==> config.mk <==
export PLATFORM = sky130hd
export DESIGN_NAME = clock_divider_flat
export DESIGN_NICKNAME = d
export VERILOG_FILES = /design/src/rtl/clock_divider_if.sv /design/src/rtl/clock_divider.sv /design/src/flat_wrapper.sv
export SDC_FILE = /design/constraint.sdc
export NUM_CORES = 1
export LEC_CHECK = 0
export BUFFER_PORTS_ARGS = -buffer_cell sky130_fd_sc_hd__buf_2
export CAP_MARGIN = 20
export CELL_PAD_IN_SITES_DETAIL_PLACEMENT = 2
export CELL_PAD_IN_SITES_GLOBAL_PLACEMENT = 2
export CORE_MARGIN = 5
export CORE_UTILIZATION = 39
export CTS_CLUSTER_SIZE = 16
export DETAILED_ROUTE_END_ITERATION = 10
export PLACE_DENSITY_LB_ADDON = 0.3
export SLEW_MARGIN = 20
export SYNTH_ARGS = -nofsm -noshare
export SYNTH_HDL_FRONTEND = slang
export SYNTH_SLANG_ARGS = --single-unit
==> constraint.sdc <==
create_clock -name clk -period 6.9 [get_ports clk]
set_clock_uncertainty 0.05 [all_clocks]
set_input_delay 0.69 -clock clk [delete_from_list [all_inputs] [get_ports clk]]
set_output_delay 0.69 -clock clk [all_outputs]
set_load 0.1 [all_outputs]
==> src/rtl/clock_divider_if.sv <==
`default_nettype none
// +----------------------------------------------------------------------+
// | Module      : clock_divider_if                                       |
// | Description : Divisor request and divided-clock outputs of the       |
// |               programmable clock divider.                            |
// | Revision    : 1.0 - initial release                                  |
// +----------------------------------------------------------------------+
interface clock_divider_if #(
  parameter int WIDTH = 20
);
  logic [WIDTH-1:0] div;      // requested period in clk cycles, 0 = stopped
  logic             clk_out;  // divided clock, ~50% duty
  logic             tick;     // one-cycle pulse on each clk_out rising edge

  // Consumer of the divided clock: supplies the period, observes outputs
  modport master (
    output div,
    input  clk_out,
    input  tick
  );

  // The divider itself
  modport slave (
    input  div,
    output clk_out,
    output tick
  );
endinterface
`default_nettype wire

==> src/rtl/clock_divider.sv <==
`default_nettype none
// +----------------------------------------------------------------------+
// | Module      : clock_divider                                          |
// | Description : Programmable integer clock divider. Produces a         |
// |               registered slow clock (high ceil(N/2), low floor(N/2)) |
// |               and a one-cycle tick on each of its rising edges.      |
// |               The period is resampled only at period boundaries.     |
// | Revision    : 1.0 - initial release                                  |
// +----------------------------------------------------------------------+
module clock_divider #(
  parameter int WIDTH = 20
) (
  input  logic           clk,
  input  logic           reset,
  clock_divider_if.slave bus
);

  localparam logic [WIDTH-1:0] C_ONE      = WIDTH'(1);
  localparam logic [WIDTH:0]   C_ONE_WIDE = (WIDTH+1)'(1);

  logic [WIDTH-1:0] div_q, div_d;
  logic [WIDTH-1:0] cnt_q, cnt_d;
  logic             clk_out_q, clk_out_d;
  logic             tick_q, tick_d;

  // High-phase length of the next period; one extra bit so that
  // div = 2^WIDTH-1 does not overflow when rounding up.
  logic [WIDTH:0]   w_high_len;
  logic             w_idle;
  logic             w_wrap;
  logic             w_div_nz;

  assign w_idle   = (div_q == '0);
  assign w_wrap   = (cnt_q == (div_q - C_ONE));
  assign w_div_nz = (bus.div != '0);

  // Next-state: reload while idle or at the wrap, otherwise advance.
  // The period-end compare uses the shadow div_q, never the live input.
  always_comb begin
    div_d  = div_q;
    cnt_d  = cnt_q;
    tick_d = 1'b0;
    if (w_idle || w_wrap) begin
      div_d  = bus.div;
      cnt_d  = '0;
      tick_d = w_div_nz;
    end else begin
      cnt_d  = cnt_q + C_ONE;
    end
  end

  // clk_out is derived from next-state values so the registered output
  // is glitch-free and always satisfies the duty-cycle invariant.
  always_comb begin
    w_high_len = ({1'b0, div_d} + C_ONE_WIDE) >> 1;
    clk_out_d  = (div_d != '0) && ({1'b0, cnt_d} < w_high_len);
  end

  // State registers, asynchronously cleared.
  always_ff @(posedge clk or posedge reset) begin
    if (reset) begin
      div_q     <= '0;
      cnt_q     <= '0;
      clk_out_q <= 1'b0;
      tick_q    <= 1'b0;
    end else begin
      div_q     <= div_d;
      cnt_q     <= cnt_d;
      clk_out_q <= clk_out_d;
      tick_q    <= tick_d;
    end
  end

  assign bus.clk_out = clk_out_q;
  assign bus.tick    = tick_q;

endmodule
`default_nettype wire

==> src/flat_wrapper.sv <==
// flat-port wrapper written by rule: the top's interface ports become plain ports
module clock_divider_flat 
#(
  parameter int WIDTH = 20
)
  (clk, reset, bus_div, bus_clk_out, bus_tick);
  clock_divider_if #(.WIDTH(WIDTH)) bus_i ();
  input  logic clk;
  input  logic reset;
  input wire logic [$bits(bus_i.div)-1:0] bus_div;
  output wire logic [$bits(bus_i.clk_out)-1:0] bus_clk_out;
  output wire logic [$bits(bus_i.tick)-1:0] bus_tick;
  assign bus_i.div = bus_div;
  assign bus_clk_out = bus_i.clk_out;
  assign bus_tick = bus_i.tick;
  clock_divider #(.WIDTH(WIDTH)) u_core (.clk(clk), .reset(reset), .bus(bus_i));
endmodule
==> results.json <==
{
  "setup_tns_ps": 0,
  "timing.fmax_mhz": 159,
  "synthSimpleGateAreaFrac": 0.267,
  "outcome": "complete, no violations",
  "ys_warn_count": 0,
  "synth_commonest_cells": "nor2_1, dfrtp_1, nand2_1, xnor2_1, xor2_1",
  "coreArea_um2": 9730,
  "ctsHtreeMaxLevel": 2,
  "via_per_inst": 5.74,
  "hold_viol_final": 0,
  "synthAdderAreaFrac": 0.0778,
  "gr-usage-all-layers": 0.233,
  "postSynthCellCount": 437,
  "synth_top_area_share": 0.272,
  "clock_sinks": 42,
  "placementRows": 36,
  "cts_tree": "yes",
  "fin_crit_sh": 0.913,
  "cpPeakStageDelay_ps": 620,
  "initial_core_util": 0.397,
  "p_total_mw": 0.431,
  "cpMostUsedCell": "ha_1",
  "area_growth_pct": 5.96,
  "layout.nets": 495,
  "cts_made_buffers": 5,
  "wl_um": 13200,
  "dr.pass1.iters": 4,
  "dp_hpwl_um": 10400,
  "multi_input_area_um2": 2620,
  "grt_pass1_wl_um": 20800,
  "power.leakage_nw": 1.70,
  "synthArstFlopShare": 1.00,
  "fin_util": 0.421,
  "gr-total-overflow": 0,
  "synthTopCellsByArea": "dfrtp_1, xnor2_1, ha_1",
  "hp-class": "in2async",
  "synthesis.area_um2": 3860,
  "drtIter0Drc": 79,
  "synth_edf_count": 0,
  "fin_crit_ps": 6300,
  "synth_top_family_by_area": "simple AND/OR/NAND/NOR gates",
  "synth-seq-cells": 42,
  "clockBufferDepth": 2,
  "post-cts-setup-buffers": 0,
  "design.die.area_um2": 12000,
  "antenna_left": 0,
  "crit_fanout": 20,
  "crit_buf_inv": 1,
  "drc_errors": 0,
  "rsz0062_at_grt": "false",
  "ff_latch_area_um2": 1050,
  "synthXorXnorAreaFrac": 0.145,
  "end_kind": "flip-flop",
  "grt_max_degree": 52,
  "synthMuxAreaShare": 0.0969,
  "num_vias": 3343,
  "crit_chain": "inv_1, ha_1, nor3b_4, nand3_4, or3_1, a221oi_1, nor3_1, nor2_1, a32o_4, nand2_1, o21ai_0, ha_1, nand2_1, nor3_1, or3b_1, a21o_1, ha_1, nand4_1, nor2_1, or4b_2, a21oi_1, a211oi_1, nand3_1, a211oi_2",
  "clock_latency_ps": 310,
  "powerDensity_nw_per_um2": 105,
  "worstSetupPathType": "reg2reg",
  "drv_cap": 0,
  "post_drt_wl_per_cell_um": 22.6,
  "yosysSeqAreaShare": 0.272,
  "ir_worst_vdd_mv": 0.0616,
  "gp_congestion": 0.864,
  "cts_hold_buf": 0,
  "port-buffer-count": 23,
  "die_h_um": 110,
  "fillCellCount": 1140,
  "grt_pass1_vias": 3825,
  "yosysMostFrequentCell": "nor2_1",
  "finalSetupViolCount": 0,
  "slew_headroom": 0.470,
  "pin_count": 24,
  "clockRootBuffer": "clkbuf_8",
  "slew_viol_final": 0,
  "crit_arrival_ps": 6440,
  "placed_cells": 575,
  "synth_area_per_cell_um2": 8.84,
  "synth-compound-area-share": 0.0891,
  "path_clk_slew_ps": 90,
  "synth_nets": 483,
  "critPathTopFamily": "simple AND/OR/NAND/NOR gates",
  "die_w_um": 110,
  "synth.largest_area_cell": "dfrtp_1",
  "crit_slowest_cell": "or4b_2",
  "ys_types": 57,
  "instances_no_fill": 582,
  "antenna_found_initial": 0,
  "tightest_slew_ps": 794,
  "cts_resized": 0,
  "worstSetupStartpointType": "flip-flop",
  "drive_gt1_frac": 0.134,
  "num_antenna_cells": 0,
  "cp.required_ps": 7040,
  "ys.flop_type": "dfrtp_1"
}
-- area by class of cell --
class	count	area share
clock buffers	7	0.0187
flip-flops and latches	42	0.257
repair buffers	26	0.0336
multi-input cells	364	0.641
well taps	133	0.0407
inverters	10	0.00948
-- logic make-up (layout without fill, tap and decap cells) --
| logic type | after synthesis | count (layout) |
|---|---|---|
| adder cells (fa/ha/maj) | 24 | 24 |
| AO/OA/AOI/OAI | 51 | 51 |
| AND/OR/NAND/NOR | 190 | 190 |
| flip-flops | 42 | 42 |
| multiplexers | 35 | 35 |
| buffers and inverters | 31 | 43 |
| XOR/XNOR | 64 | 64 |
-- metrics by stage --
step	setup slack [ps]	hold slack (ps)	cell area [um^2]
final	597	442	4090
after CTS	468	597	4080
after detailed placement	469	592	4000
after global placement	822	586	4000
after global routing	84.9	515	4090
after floorplan	1210	451	3860
-- routing by layer --
layer / GRT usage / up-vias / part of all wire
met5: 0 / - / 0
met4: 0.0810 / 0 / 0.029
met3: 0.0276 / 21 / 0.023
met2: 0.400 / 57 / 0.49
met1: 0.301 / 1691 / 0.46
li1: - / 1574 / -
-- final timing paths --
| check | slack (ps) | cells after the start | from | end |
|---|---|---|---|---|
| max | 600 | 24 | u_core.div_q[0] | u_core.bus.clk_out |
| min | 440 | 2 | reset | u_core.div_q[15] |
| max in group asynchronous | 5870 | 2 | reset | u_core.cnt_q[0] |
| min in group clk | 600 | 2 | u_core.cnt_q[4] | u_core.cnt_q[4] |
| min reg2reg | 600 | 2 | u_core.cnt_q[4] | u_core.cnt_q[4] |
| max reg2reg | 600 | 24 | u_core.div_q[0] | u_core.bus.clk_out |
-- cell usage in the layout, fill, tap and decap left out, types with 2 or more instances in the layout --
cell,synthesis,layout
nor2_1,45,45
dfrtp_1,42,42
nand2_1,36,36
xnor2_1,35,35
xor2_1,29,29
nand3_1,26,26
ha_1,24,24
buf_2,5,23
nand4_1,17,17
mux2i_1,16,16
mux2_2,15,15
and3_1,14,14
o21ai_0,11,11
inv_1,10,9
nand2b_1,9,9
nor3_1,8,8
a21oi_1,8,8
nor4_1,6,6
o21ai_1,6,6
a21o_1,5,5
clkbuf_8,0,5
nor2b_1,4,4
mux2_1,4,4
nand3b_1,3,3
or3_1,3,3
o211ai_1,3,3
and4_1,3,3
buf_4,2,3
a221oi_1,2,2
or3b_1,2,2
a31oi_1,2,2
o21a_1,2,2
or2_2,2,2
a211oi_1,2,2
clkbuf_1,7,2
-- flip-flops by register name (all words and copies together), names as in the netlist --
name,count
u_core.bus.clk_out,1
u_core.cnt_q,20
u_core.div_q,20
u_core.bus.tick,1
-- worst register-to-register path, cell delays in order (launching register included) --
cell and delay [ps]:
dfrtp_1 490, inv_1 170, ha_1 200, nor3b_4 430, nand3_4 160, or3_1 390, a221oi_1 290, nor3_1 80
nor2_1 230, a32o_4 410, nand2_1 120, o21ai_0 140, ha_1 460, nand2_1 130, nor3_1 320, or3b_1 390
a21o_1 170, ha_1 330, nand4_1 120, nor2_1 140, or4b_2 620, a21oi_1 140, a211oi_1 60, nand3_1 110
a211oi_2 40
-- power by group --
group          internal, mW  switching [mW]
logic               0.00637          0.0147
clock network        0.0701          0.0941
registers             0.246               0
Note: power is estimated with default switching activity, not from simulation.
